$ cat config.mk
export PLATFORM = sky130hd
export DESIGN_NAME = dma_service_ctrl
export DESIGN_NICKNAME = d
export VERILOG_FILES = /design/src/rtl/dma_pkg.sv /design/src/rtl/dma_onehot_enc.sv /design/src/rtl/dma_service_ctrl.sv
export SDC_FILE = /design/constraint.sdc
export NUM_CORES = 1
export LEC_CHECK = 0
export BUFFER_PORTS_ARGS = -buffer_cell sky130_fd_sc_hd__clkbuf_2
export CAP_MARGIN = 25
export CELL_PAD_IN_SITES_DETAIL_PLACEMENT = 1
export CELL_PAD_IN_SITES_GLOBAL_PLACEMENT = 1
export CORE_UTILIZATION = 28
export DETAILED_ROUTE_END_ITERATION = 10
export PLACE_DENSITY = 0.81
export SKIP_CTS_REPAIR_TIMING = 1
export SLEW_MARGIN = 10
export SYNTH_ARGS = -nofsm -noshare
export SYNTH_HDL_FRONTEND = slang
export SYNTH_SLANG_ARGS = --single-unit
$ cat constraint.sdc
create_clock -name clk -period 1.6 [get_ports clk]
set_input_delay 0.32 -clock clk [delete_from_list [all_inputs] [get_ports clk]]
set_output_delay 0.32 -clock clk [all_outputs]
set_load 0.01 [all_outputs]
$ cat src/rtl/dma_pkg.sv
// Shared DMA definitions: channel count, channel index width and the
// service-controller state encoding used by the priority tree and address/count block.
package dma_pkg;

    localparam int NCH  = 4;
    localparam int CH_W = $clog2(NCH);

    typedef enum logic [1:0] {
        IDLE,
        HREQ,
        XFER,
        RELEASE
    } dma_state_t;

endpackage

$ cat src/rtl/dma_onehot_enc.sv
// One-hot to binary channel encoder; on a multi-hot input the highest set index wins.
module dma_onehot_enc #(
    parameter int NCH = dma_pkg::NCH,
    localparam int CH_W = $clog2(NCH)
) (
    input  logic [NCH-1:0]  onehot,
    output logic [CH_W-1:0] idx
);

    // Later iterations overwrite earlier ones, so the highest index sticks.
    always_comb begin
        idx = '0;
        for (int i = 0; i < NCH; i++) begin
            if (onehot[i]) begin
                idx = CH_W'(i);
            end
        end
    end

endmodule

$ cat src/rtl/dma_service_ctrl.sv
// DMA channel-service controller: latches the granted channel, runs the HRQ/HLDA
// handshake, strobes DACK/xfer, and tracks sticky TC status and the last serviced channel.
module dma_service_ctrl
    import dma_pkg::*;
#(
    parameter int NCH = dma_pkg::NCH,
    localparam int CH_W = $clog2(NCH)
) (
    input  logic            clk,
    input  logic            rst,
    input  logic            req_up,
    input  logic [NCH-1:0]  grant,
    input  logic [NCH-1:0]  dreq,
    input  logic [NCH-1:0]  demand,
    input  logic            rot_en,
    input  logic            tc,
    input  logic            eop_n,
    input  logic            hlda,
    input  logic            status_rd,
    output logic            hrq,
    output logic [NCH-1:0]  dack,
    output logic            xfer,
    output logic [CH_W-1:0] chan,
    output logic            prio_en,
    output logic [CH_W-1:0] last_ch,
    output logic [NCH-1:0]  tc_status
);

    dma_state_t      state;
    dma_state_t      state_nxt;
    logic [CH_W-1:0] grant_idx;
    logic            set_tc;
    logic [NCH-1:0]  tc_status_nxt;

    dma_onehot_enc #(.NCH(NCH)) u_grant_enc (
        .onehot (grant),
        .idx    (grant_idx)
    );

    always_ff @(posedge clk) begin
        if (!rst) begin
            state     <= IDLE;
            chan      <= '0;
            last_ch   <= CH_W'(NCH - 1);
            tc_status <= '0;
        end else begin
            state     <= state_nxt;
            tc_status <= tc_status_nxt;
            if (state == IDLE && req_up && (|grant)) begin
                chan <= grant_idx;
            end
            if (state == RELEASE && rot_en) begin
                last_ch <= chan;
            end
        end
    end

    // Exit checks in XFER are ordered: HLDA loss aborts before TC/EOP can mark status.
    always_comb begin
        state_nxt = state;
        set_tc    = 1'b0;
        case (state)
            IDLE: begin
                if (req_up && (|grant)) begin
                    state_nxt = HREQ;
                end
            end
            HREQ: begin
                if (hlda) begin
                    state_nxt = XFER;
                end else if (!dreq[chan]) begin
                    state_nxt = IDLE;
                end
            end
            XFER: begin
                if (!hlda) begin
                    state_nxt = RELEASE;
                end else if (tc || !eop_n) begin
                    set_tc    = 1'b1;
                    state_nxt = RELEASE;
                end else if (!demand[chan] || !dreq[chan]) begin
                    state_nxt = RELEASE;
                end
            end
            RELEASE: begin
                if (!hlda) begin
                    state_nxt = IDLE;
                end
            end
            default: state_nxt = IDLE;
        endcase
    end

    // A status read clears every bit except one being set on this same edge.
    always_comb begin
        tc_status_nxt = status_rd ? '0 : tc_status;
        if (set_tc) begin
            tc_status_nxt[chan] = 1'b1;
        end
    end

    always_comb begin
        dack = '0;
        if (state == XFER) begin
            dack[chan] = 1'b1;
        end
    end

    assign hrq     = (state == HREQ) || (state == XFER);
    assign xfer    = (state == XFER);
    assign prio_en = (state == IDLE);

endmodule

## Yosys cells after proc, flatten, opt, wreduce, memory -nomap -nowiden

Cells that the tools add are included.

- Bits in read-only memories: 0
- Latch bits: 0
- Output and inout bits: 15
- Memories kept: 0
- Bits in writable memories: 0
- Register bits after elaboration: 10
- Input port bits: 20

- Bitwise operators: 1
- Shift-type cells: 0
- Divide/modulo/power cells: 0
- Magnitude comparators: 2
- $add $sub $neg: 0
- Equal/unequal tests: 7
- $mul: 0
- Reduce and logical (&&, ||, !) cells: 14
- Multiplexer cells: 23

Operators with widths:

| cell | number |
|---|---|
| 2-to-1 mux 2 bit | 9 |
| 2-to-1 mux 4 bit | 3 |
| one-hot mux 2 bit (4 select lines) | 1 |
| 2-to-1 mux 1 bit | 7 |
| logical AND 1 bit | 5 |
| binary-select mux 1 bit (select 2 bit) | 2 |
| equality test 2 bit (second input constant) | 2 |
| != test 4 x 2 -> 1 bit (second input constant) | 1 |
| OR 4 bit | 1 |
| AND reduction 4 bit | 1 |
| OR reduction 4 bit | 1 |
| logical NOT 1 bit | 3 |
| logical OR 1 bit | 3 |
| less-than comparator 2 x 3 -> 1 bit (second input constant) | 1 |
| != test 3 bit (second input constant) | 1 |
| demux 1 bit (select 2 bit) | 1 |
| equality test 2 x 1 -> 1 bit (second input constant) | 1 |
| greater-or-equal comparator 2 x 1 -> 1 bit (second input constant) | 1 |
| logical NOT 2 bit | 1 |
| != test 2 x 1 -> 1 bit (second input constant) | 1 |
| != test 2 bit (second input constant) | 1 |

## Logic depth before layout (Yosys ltp)

- Word-level depth: 8
- Mapped depth: 7
- Gate-level depth less buffers: 7

## Cells and area by module

From an unflattened synthesis, not the netlist that was laid out.

- Cell total of the unflattened synthesis: 71
- Area, all modules: 590.6 sq um

Modules (own cells, without submodules):

| module | area each (sq um) | cells an instance | instances | sequential area each (sq um) |
|---|---|---|---|---|
| dma_service_ctrl | 573.0 | 68 | 1 | 200.2 |
| dma_onehot_enc | 17.5 | 3 | 1 | 0.0 |

## Worst setup path after synthesis

OpenSTA, ideal clock, no wires.

- Path kind: register to register
- From: reg chan[0]
- To: reg state[0]
- Cell stages (with the launch flop): 5
- Path slack: 0.131 ns
- Required time: 1.509 ns
- Buffers on the path: 0
- Data arrival time: 1.378 ns
- Cells stage by stage: dfxtp_1 -> mux4_2 -> nand4_2 -> a21oi_2 -> a311oi_1

- Word-level cells in the longest chain between the ends: 6
- Elaborated cells between the ends (all ways): 10

Ends and longest elaborated chain:

| item | line | source |
|---|---|---|
| start: declaration | dma_service_ctrl.sv:23 | `output logic [CH_W-1:0] chan,` |
| start signal: assignment | dma_service_ctrl.sv:50 | `chan <= grant_idx;` |
| binary-select mux 1 bit (select 2 bit) (on tied branches) | dma_service_ctrl.sv:81, dma_service_ctrl.sv:71 |  |
| 2-to-1 mux 1 bit (on tied branches) | dma_service_ctrl.sv:81, dma_service_ctrl.sv:71 |  |
| logical NOT 1 bit | dma_service_ctrl.sv:81 | `end else if (!demand[chan] \|\| !dreq[chan]) begin` |
| logical OR 1 bit | dma_service_ctrl.sv:81 |  |
| != test 4 x 2 -> 1 bit (no source line) | - |  |
| AND reduction 4 bit (no source line) * | - |  |
| end signal: assignment | dma_service_ctrl.sv:47 | `state <= state_nxt;` |
| end: declaration | dma_service_ctrl.sv:29 | `dma_state_t state;` |

Mark *: on every way between the ends. The rest lies on a longest branch, timed or not. The select of a mux whose other input is x is not followed.
A chain may end at the register's enable or synchronous reset.

## Final worst setup path

- From: reg state[0]
- To: out dack[2]

- Word-level cells in the longest chain between the ends: 2

Ends and longest elaborated chain:

| item | line | source |
|---|---|---|
| equality test 2 bit | dma_service_ctrl.sv:104 | `if (state == XFER) begin` |
| 2-to-1 mux 4 bit | dma_service_ctrl.sv:104 |  |
| end: declaration | dma_service_ctrl.sv:21 | `output logic [NCH-1:0] dack,` |

Every way passes these cells.

==> impl_results.md <==
* Data required, critical path at 1280 ps
* Placed Area at 788 µm²
* FF+latch count, synth at 10
* Antenna violations before repair at 0
* RSZ-0062 raised after global routing: yes
* Final Cycle Share at 101%
* Reg-to-reg setup timing slack at 160 ps
* Kind of critical path: flip-flop to output pin
* Pwr/cell area at 796 nW/µm²
* Drt drc at 0
* Critical path capture point type: output pin
* Min-delay worst type: primary input to flip-flop
* Gp weighted congestion at 0.653
* GRT Total Usage at 15.8%
* Max frequency at 621 MHz
* CTS sink count at 10
* Die Span Y at 47.4 µm
* Avg Cell Area, Syn at 8.24 µm²
* Number of global-route vias before repair at 551
* Die ar. at 2250 µm²
* DR iter-0 viols at 4
* Setup_tns at -10.6 ps
* Status: finished with violations
* CTS root buf: clkbuf_4
* Sequential fraction of the synthesis area at 34.7%
* Routed vias/inst at 4.72
* Max Cap Viol at 0
* Final hold viol count at 0
* PnR Total Power at 711 µW
* Crit path max fanout at 5
* Period minus WS final at 1610 ps
* Post-DRT Antenna Nets at 0
* Ant. Diodes at 0
* Area Overhead vs Synth at 54.9%
* Final setup viols at 1
* Cts bufs inserted at 3
* Synth area leader: dfxtp_1
* Placed Cells at 131
* Nets at 138
* Fin cells at 140
* Syn nets at 94
* Die Width at 47.4 µm
* CTS tree: done
* Failing checks: negative setup slack
* Startpoint Class: flip-flop
* Largest net degree at the start of global routing at 9
* I/O pins at 35
* Number of max-slew violations in the final report at 0
* Most frequent cells in the layout: 31 x clkbuf_2, 7 x nand2_1, 7 x nand3_1, 7 x dfxtp_1, 7 x buf_4
* GRT overflow at 0
* Worst-path clk slew at 70 ps
* Leakage at 0.432 nW
* Fraction of layout cells with a size suffix above 1 at 51.3%
* First-pass GRT wire length at 2370 µm
* DP HPWL at 1330 µm
* CTS HTree Levels at 1
* Synth warn at 0
* Std cell rows at 16
* Via count at 661
* Top cell type's share of synthesized area at 34.7%
* First drt pass iteration count at 2
* Clk_skew at 2.44 ps
* Peak supply drop at 0.000487 V
* Core Footprint at 1940 µm²
* Most common cell after layout, fill and taps aside: clkbuf_2
* Initial Util at 29.7%
* Per-cell routed wire length at 13.3 µm
* Fillers at 261
* CP arrival at 1290 ps
* Slew headroom at 68.6%
* Top cells by area, synth: dfxtp_1 35%, ha_1 8.7%, nand3_1 6.1%
* IO Port Bufs at 34
* Worst hold slack at 269 ps
* Worst-skew pair later-pin latency at 270 ps
* Clock buffer depth at 2
* Worst slew pin tran at 465 ps
* Post-synthesis cell count at 70
* Yosys cell types at 20
* Post-route setup slack at -10.6 ps
* Post-Layout Inst Area at 893 µm²
* Total wire length at 1870 µm
* Post-Syn Area at 577 µm²
where the power goes:
group / total (mW) / internal, mW / switching (mW) / leakage, nW
clock: 0.231 / 0.138 / 0.0932 / 0.0210
sequential: 0.287 / 0.265 / 0.0225 / 0.0828
combinational: 0.193 / 0.0903 / 0.102 / 0.328
total: 0.711 / 0.493 / 0.218 / 0.432
cells in the mapped netlist:
cell,count
inv_1,7
mux2i_1,3
a21oi_1,5
ha_1,4
nand3b_1,1
o21ai_1,1
clkbuf_1,2
nand4_2,1
a311oi_1,3
a21oi_2,1
nand2_1,8
dfxtp_1,10
a22oi_1,1
o211ai_1,1
nand2b_1,3
nand3_1,7
o41ai_1,1
a32oi_1,2
nor2_1,8
mux4_2,1
kinds of logic (layout without fill, tap and decap cells):
| kind of cell | Yosys count | in the layout | synth area share [%] |
|---|---|---|---|
| AND/OR/NAND/NOR | 28 | 28 | 23.2 |
| AO/OA/AOI/OAI | 15 | 15 | 18.4 |
| flip-flops | 10 | 10 | 34.7 |
| buffers and inverters | 9 | 52 | 5.86 |
| adder cells (fa/ha/maj) | 4 | 4 | 8.68 |
| multiplexers | 4 | 4 | 9.11 |
per-layer routing:
layer	share of wire (%)	up-vias	track usage [%]
li1	-	333	-
met1	44	305	18.8
met2	51	23	26.0
met3	5.3	0	7.31
met4	0	0	3.43
met5	0	-	0
critical path, stage by stage (launching register included):
cell and delay (ps):
dfxtp_4 370, inv_2 80, ha_4 160, nand2b_1 100, nor2_2 160, buf_2 150
final cells by class:
type	instances	area, µm²	area share [%]
Timing Repair Buffer	41	223	24.9
Sequential cell	10	206	23.1
Inverter	7	26.3	2.94
Clock buffer	4	36.3	4.06
Tap cell	27	33.8	3.78
Multi-Input combinational cell	51	368	41.2
path summary, 6_finish.rpt:
kind / from / to / depth (start not counted)
setup / recovery: state[0]$_SDFFE_PN0P_ / dack[2] / 5
hold / removal: rst / last_ch[0]$_SDFFE_PN1P_ / 2
setup reg to reg: state[0]$_SDFFE_PN0P_ / flip-flop / 8
hold reg to reg: tc_status[2]$_SDFF_PN0_ / tc_status[2]$_SDFF_PN0_ / 2
sequential cells by signal, indices dropped and copies added, names as in the netlist, named ones only:
signal	cells
state	1
last_ch	2
chan	2
tc_status	4
through the flow:
step / setup slack (ps) / utilization [%]
finish: -10.6 / 46.0
CTS: -196 / 42.5
floorplan: 131 / -
global placement: 152 / 40.6
global route: -71.2 / 46.0
detailed placement: 80.1 / 40.6
Power figures use the tool's default switching activity.
